[src/rtl/disp_pkg.sv]
// Shared display definitions: FSM states, digit count, default limit.
// Imported by the formatter and by the downstream display stage.
package disp_pkg;

  localparam int NDIG        = 4;
  localparam int DEF_MAX_VAL = 9999;

  typedef enum logic [1:0] {
    IDLE = 2'd0,
    CONV = 2'd1,
    DONE = 2'd2
  } fsm_e;

endpackage

[src/rtl/bcd_adj3.sv]
// Double-dabble digit correction.
// Adds 3 to a BCD nibble of 5 or more before the shift.
module bcd_adj3 (
  input  logic [3:0] d_i,
  output logic [3:0] d_o
);

  assign d_o = (d_i >= 4'd5) ? d_i + 4'd3 : d_i;

endmodule

[src/rtl/bcd_formatter.sv]
// Binary to 4-digit BCD converter, one double-dabble step per cycle.
// Clamps to MAX_VAL and flags overflow; outputs held between updates.
module bcd_formatter
  import disp_pkg::*;
#(
  parameter int BIN_W   = 16,
  parameter int MAX_VAL = DEF_MAX_VAL
) (
  input  logic                  clk_i,
  input  logic                  por_i,
  input  logic [BIN_W-1:0]      bin_i,
  input  logic                  valid_i,
  output logic                  ready_o,
  output logic [3:0][3:0]       data_disp_o,
  output logic                  valid_o,
  output logic                  ovf_o
);

  localparam int CW = $clog2(BIN_W + 1);
  localparam int BW = NDIG * 4;
  localparam logic [BIN_W-1:0] MAXV = BIN_W'(MAX_VAL);

  fsm_e                  state_q, state_d;
  logic [CW-1:0]         cnt_q, cnt_d;
  logic [BIN_W-1:0]      bin_q, bin_d;
  logic [NDIG-1:0][3:0]  bcd_q, bcd_d;
  logic                  flag_q, flag_d;
  logic [NDIG-1:0][3:0]  disp_q, disp_d;
  logic                  ovf_q, ovf_d;
  logic                  vld_q, vld_d;

  logic [NDIG-1:0][3:0]  adj;
  logic [BW+BIN_W-1:0]   shv;

  for (genvar g = 0; g < NDIG; g++) begin : g_adj
    bcd_adj3 u_adj (
      .d_i (bcd_q[g]),
      .d_o (adj[g])
    );
  end

  assign shv = {adj, bin_q} << 1;

  assign ready_o     = (state_q == IDLE);
  assign data_disp_o = disp_q;
  assign valid_o     = vld_q;
  assign ovf_o       = ovf_q;

  always_comb begin
    state_d = state_q;
    cnt_d   = cnt_q;
    bin_d   = bin_q;
    bcd_d   = bcd_q;
    flag_d  = flag_q;
    disp_d  = disp_q;
    ovf_d   = ovf_q;
    vld_d   = 1'b0;
    case (state_q)
      IDLE: begin
        if (valid_i) begin
          bin_d   = (bin_i > MAXV) ? MAXV : bin_i;
          flag_d  = (bin_i > MAXV);
          bcd_d   = '0;
          cnt_d   = '0;
          state_d = CONV;
        end
      end
      CONV: begin
        {bcd_d, bin_d} = shv;
        cnt_d = cnt_q + CW'(1);
        if (cnt_q == CW'(BIN_W - 1)) state_d = DONE;
      end
      DONE: begin
        // Accumulator holds thousands in the top nibble; display wants it first.
        for (int i = 0; i < NDIG; i++) disp_d[i] = bcd_q[NDIG-1-i];
        ovf_d   = flag_q;
        vld_d   = 1'b1;
        state_d = IDLE;
      end
      default: state_d = IDLE;
    endcase
  end

  always_ff @(posedge clk_i or posedge por_i) begin
    if (por_i) begin
      state_q <= IDLE;
      cnt_q   <= '0;
      bin_q   <= '0;
      bcd_q   <= '0;
      flag_q  <= 1'b0;
      disp_q  <= '0;
      ovf_q   <= 1'b0;
      vld_q   <= 1'b0;
    end else begin
      state_q <= state_d;
      cnt_q   <= cnt_d;
      bin_q   <= bin_d;
      bcd_q   <= bcd_d;
      flag_q  <= flag_d;
      disp_q  <= disp_d;
      ovf_q   <= ovf_d;
      vld_q   <= vld_d;
    end
  end

endmodule

[config.mk]
export PLATFORM = sky130hd
export DESIGN_NAME = bcd_formatter
export DESIGN_NICKNAME = d
export VERILOG_FILES = /design/src/rtl/disp_pkg.sv /design/src/rtl/bcd_adj3.sv /design/src/rtl/bcd_formatter.sv
export SDC_FILE = /design/constraint.sdc
export NUM_CORES = 1
export LEC_CHECK = 0
export ABC_AREA = 1
export CAP_MARGIN = 20
export CORE_MARGIN = 3
export CORE_UTILIZATION = 50
export CTS_CLUSTER_DIAMETER = 50
export DETAILED_ROUTE_END_ITERATION = 10
export PLACE_DENSITY = 0.76
export SYNTH_ARGS = -nofsm -noshare
export SYNTH_HDL_FRONTEND = slang
export SYNTH_HIERARCHICAL = 1
export SYNTH_SLANG_ARGS = --single-unit
[constraint.sdc]
create_clock -name clk_i -period 2 [get_ports clk_i]
set_input_delay 0.5 -clock clk_i [delete_from_list [all_inputs] [get_ports clk_i]]
set_output_delay 0.5 -clock clk_i [all_outputs]
set_load 0.01 [all_outputs]
==> results of run 1 <==
sequential cells by signal (all words and copies together), names as in the netlist:
signal / flops
flag_q: 1
ovf_o: 1
bin_q: 16
bcd_q: 16
valid_o: 1
data_disp_o: 16
cnt_q: 5
state_q: 2
cell usage in the layout, fill, tap and decap left out, drive strengths merged:
cell           instances
xor2                   1
ha                    10
nand3                 13
inv                   51
clkdlybuf4s50         36
clkinv                 1
o21ai                 53
o22ai                  4
a22o                   1
buf                    4
clkbuf                13
nor2                  55
dfrtp                 58
dlygate4sd2            1
o21a                   3
nand2                104
a21oi                  8
power breakdown:
group,internal [W],switching [W]
clock,0.000497,0.000404
sequential,0.00173,0.000363
combinational,0.00118,0.00158
total,0.00341,0.00235
stage by stage:
stage	instance area (sq um)	setup WS (ps)	utilization, %	total power, W
global placement	3440	127	60.9	0.00480
floorplan	3000	72.0	-	0.00412
finish	3590	262	63.7	0.00576
detailed placement	3440	88.5	60.9	0.00490
CTS	3590	243	63.7	0.00583
global route	3590	209	63.7	0.00634
worst paths after layout:
kind	slack (ps)	start	endpoint
worst max-delay path	260	ovf_o	ovf_o
worst min-delay path	480	bin_q[2]	bin_q[2]
worst max register to register	450	state_q[0]	bin_q[8]
worst min register to register	480	bin_q[2]	bin_q[2]
max in group asynchronous	980	por_i	data_disp_o[12]
min in group asynchronous	490	por_i	bin_q[9]
final cells by class:
| cell class | instances | area [sq um] | area share [%] |
|---|---|---|---|
| tap | 72 | 90.1 | 2.51 |
| clock buffer | 13 | 159 | 4.42 |
| inverter | 52 | 195 | 5.43 |
| multi-input combinational | 252 | 1290 | 35.8 |
| sequential | 58 | 1450 | 40.4 |
| timing repair buffer | 41 | 412 | 11.5 |
routing by layer:
layer  share of wire, %  up-vias  global-route usage (%)
li1                   -     1244                       -
met1                 46     1122                    22.0
met2                 48       44                    29.9
met3                4.3        6                    4.84
met4                1.2        0                    6.58
met5                  0        -                       0
repair_timing:
action | 4_1_cts | 5_1_grt
endpoints found under the hold margin | 0 | 0
gates resized for setup | 1 | 0
setup endpoints to repair | 1 | 0
==> results by group, run 1 <==
Outcome
  • Run status: complete, no violations

Clock tree
  • CTS tree: built
  • Total CTS buffers: 9
  • Clock Sinks: 58
  • Root Buffer: clkbuf_8
  • # Post-CTS Setup Buffers: 0
  • Clock buffer depth: 2
  • Clk slew on worst S/H paths: 60 ps
  • Hold-fix buffer count after cts: 0
  • # H-tree levels: 3
  • Clk_lat worst skew: 320 ps

Placed design
  • Gpl congestion: 0.846
  • Placed Cells: 475
  • DPL Wire Length: between 4 and 5 mm
  • I/O Buffers: 37

Timing
  • Slew headroom: 67.6%
  • Fin. max-slew vios: 0
  • Final setup violating endpoints: 0
  • Post-layout min period: 1740 ps
  • Final Hold Fails: 0
  • TNS Setup: 0 ps
  • Fin crit share: 86.9%
  • RSZ-0062 raised after global routing: no
  • Worst Hold Slack: around 480 ps
  • Clock skew: 6.64 ps
  • Worst-margin pin slew: between 400 and 500 ps
  • Maximum achievable frequency: about 0.58 GHz

Yosys
  • Post-Synthesis Cells: 373
  • Mean Syn Cell Area: 8.04 sq um
  • Post-Syn Nets: 402
  • Syn Std Cell Area: between 3000 and 4000 sq um
  • Yosys Warn Count: 6

Critical path
  • WS Path Type: reg -> out
  • Critical path data required time: 1500 ps
  • CP endpoint kind: output port
  • Slowest cell delay on critical path: 540 ps
  • Crit path buffers/inverters: 1
  • Critical Path AT: 1240 ps
  • Worst reg-to-reg path cell count: 8
  • Type of origin of the critical path: flop
  • Crit Path Max Fanout: 2
  • Critical path cell sequence: clkdlybuf4s50_1
  • Critical path depth: 1
  • Delay-heaviest family, CP: buffers and inverters
  • CP max stage cell: clkdlybuf4s50_1

Detailed routing
  • Avg WL per Cell: 11.6 um
  • DR DRC count: 0
  • DRT Pass-1 Iters: 4
  • Antenna viol nets, final: 0
  • Final wirelength: 5.67 mm
  • Via/cell ratio: between 4 and 5
  • Routed vias: 2416
  • Initial drt markers: 87

Global routing
  • Total grt overflow: 0
  • Largest net degree at the start of global routing: 35
  • Wire length of the first global-routing pass: between 10 and 15 mm
  • GRT Overall Usage: 17.8%
  • Initial antenna violation count: 0
  • Number of global-route vias before repair: roughly 2300

Floorplanning
  • Core Area: 5640 sq um
  • Ports: 38
  • Initial Util: 53.2%
  • Die area: around 7000 sq um
  • Die width: about 83 um
  • Die Span Y: 83.5 um
  • # rows: 27

Hold path
  • Hold Path Cell Cnt: 2
  • Hold Crit Class: reg -> reg

Cells and area
  • Layout cells sized above 1: 12.3%
  • N_diodes: 0
  • Final non-filler cell total: about 490
  • FILL cells: approximately 480
  • Final net count: approximately 440
  • Area delta synth->final: 19.8%

Pwr
  • Power Density: 1600 nW/um^2
  • Worst vdd ir: 0.690 mV
  • Leak: 1.73 nW

Flow run
  • Maxcap violations: 0
No activity file was read; power rests on OpenSTA's default activity.
==> run 2, diff against run 1 <==
- CORE_ASPECT_RATIO: unset -> 1.75
- RECOVER_POWER: unset -> 25
==> results by group, run 2 (synthesis gave the netlist of run 1 again) <==
Global routing
  • Total grt overflow: 0 (unchanged)
  • Wire length of the first global-routing pass: 10.3 mm (+3.0%)
  • GRT met3 Usage: 4.68% (-0.16 points)
  • GR met2 Demand/Resource: 36.6% (+6.7 points)
  • Largest net degree at the start of global routing: 35 (unchanged)
  • Number of global-route vias before repair: 2466 (+9.0%)
  • Initial antenna violation count: 0 (unchanged)
  • GRT busiest layer: met2
  • GRT Overall Usage: 19.0% (+1.2 points)
  • Met1 Use GR: 19.8% (-2.2 points)

Clock tree
  • Clock buffer depth: 2 (unchanged)
  • Root Buffer: clkbuf_8
  • Post-cts resize count: 1 (unchanged)
  • Hold-fix buffer count after cts: 0 (unchanged)
  • Clk_lat worst skew: 330 ps (about the same)
  • # Post-CTS Setup Buffers: 0 (unchanged)
  • CTS tree: built
  • # H-tree levels: 3 (unchanged)
  • Total CTS buffers: 9 (unchanged)
  • Clk slew on worst S/H paths: 70 ps (about the same)
  • Clock Sinks: 58 (unchanged)

Floorplanning
  • Core Area: 5680 sq um (+0.60%)
  • Initial Util: 52.9% (-0.32 points)
  • Die area: 7000 sq um (+0.52%)
  • Die width: 64.6 um (-23%)
  • # rows: 36 (+33%)
  • Die Span Y: 108 um (+30%)
  • Ports: 38 (unchanged)

Critical path
  • Crit path buffers/inverters: 1 (unchanged)
  • CP startpoint: data_disp_o[9]
  • WS Path Type: reg -> out
  • Type of origin of the critical path: flop
  • Crit Path Max Fanout: 2 (unchanged)
  • CP endpoint kind: output port
  • RR Startpoint: state_q[0]
  • Worst reg-to-reg path cell count: 8 (unchanged)
  • Delay-heaviest family, CP: buffers and inverters
  • Critical path depth: 1 (unchanged)
  • Slowest cell delay on critical path: 540 ps (about the same)
  • Critical path data required time: 1500 ps (about the same)
  • Critical path cell sequence: clkdlybuf4s50_1
  • CP max stage cell: clkdlybuf4s50_1
  • Critical Path AT: 1230 ps (about the same)

Cells and area
  • Most frequent cells in the layout: nand2_1 (97), dfrtp_1 (58), nor2_1 (45)
  • Area delta synth->final: 21.6%
  • Final net count: 444 (+0.23%)
  • Layout cells sized above 1: 12.9% (+0.60 points)
  • Core Util, Final: 64.3% (+0.55 points)
  • N_diodes: 0 (unchanged)
  • Commonest non-fill, non-tap cell in the layout: nand2_1

Pwr
  • Sw Share: 40.2% (-0.59 points)
  • Seq pwr share: 34.7% (-1.7 points)
  • Leak: 1.76 nW (+1.6%)
  • Comb pwr share: 45.8% (-2.1 points)
  • Worst vdd ir: 0.816 mV (+18%)
  • Power share of the clock group: 19.5% (+3.8 points)
  • Switching power: 0.00245 W (+4.1%)
  • Internal power: 0.00364 W (+6.7%)
  • Power Density: 1670 nW/um^2 (+4.1%)

Timing
  • RSZ-0062 raised after global routing: no
  • Slew headroom: 57.2% (-10 points)
  • Clock skew: 9.28 ps (+2.64 ps)
  • Fin. max-slew vios: 0 (unchanged)
  • Worst-margin pin slew: 642 ps (+156 ps)
  • Worst Hold Slack: 482 ps (+1.58 ps)
  • Post-layout min period: 1730 ps (-5.17 ps)
  • Final Hold Fails: 0 (unchanged)
  • TNS Setup: 0 ps (unchanged)
  • Fin crit share: 86.6% (-0.26 points)
  • Maximum achievable frequency: 0.577 GHz (+0.30%)
  • Final setup violating endpoints: 0 (unchanged)

Detailed routing
  • Routed vias: 2465 (+2.0%)
  • Initial drt markers: 112 (+29%)
  • Final wirelength: 6.01 mm (+6.0%)
  • DR DRC count: 0 (unchanged)
  • Avg WL per Cell: 12.1 um (+4.3%)
  • Via/cell ratio: 4.97 (+0.38%)
  • DRT Pass-1 Iters: 4 (unchanged)
  • Antenna viol nets, final: 0 (unchanged)

Flow run
  • Maxcap violations: 0 (unchanged)

Placed design
  • Gpl congestion: 0.811 (-4.1%)
  • I/O Buffers: 37 (unchanged)
  • DPL Wire Length: 4.38 mm (+6.9%)

Hold path
  • HP Start: data_disp_o[0]
  • Hold Path Cell Cnt: 2 (unchanged)
  • Hold Crit Class: reg -> reg

Outcome
  • Run status: complete, no violations
run 2: final timing paths:
path	end	slack [ps]
setup / recovery	data_disp_o[9]	270
setup reg to reg	bin_q[8]	490
hold / removal	data_disp_o[0]	480
min in group asynchronous	bcd_q[1]	700
hold reg to reg	data_disp_o[0]	480
max in group asynchronous	bin_q[8]	390
run 2: cell type report:
cell class / count / area, sq um
clock buffers: 11 / 141
clock inverters: 5 / 77.6
fillers: 502 / 2030
inverters: 52 / 195
multi-input cells: 252 / 1280
flip-flops and latches: 58 / 1450
well taps: 76 / 95.1
repair buffers: 42 / 402
run 2: through the flow:
step	instance area, sq um	setup WS [ps]	power (W)	std cells
after floorplan	3000	72.0	0.00412	373
after global placement	3460	193	0.00482	480
after detailed placement	3460	137	0.00495	480
after CTS	3680	246	0.00615	496
after global routing	3650	216	0.00662	496
final	3650	267	0.00609	496
run 2: power groups by stage:
| stage | Clock (W) | Combinational, W | Sequential (W) |
|---|---|---|---|
| floorplan | 0 | 0.00200 | 0.00212 |
| global placement | 0 | 0.00271 | 0.00211 |
| detailed placement | 0 | 0.00282 | 0.00213 |
| CTS | 0.00120 | 0.00283 | 0.00212 |
| global route | 0.00126 | 0.00318 | 0.00218 |
| finish | 0.00119 | 0.00279 | 0.00211 |
run 2: per-layer routing:
| layer | part of all wire [%] | up-vias |
|---|---|---|
| li1 | - | 1246 |
| met1 | 41 | 1151 |
| met2 | 54 | 61 |
| met3 | 4.1 | 7 |
| met4 | 1.2 | 0 |
| met5 | 0 | - |
==> run 3, diff against run 2 <==
- CTS_CLUSTER_SIZE: unset -> 30
==> results of run 3 <==
Final layout, timing and power as in run 2 (identical DEF).
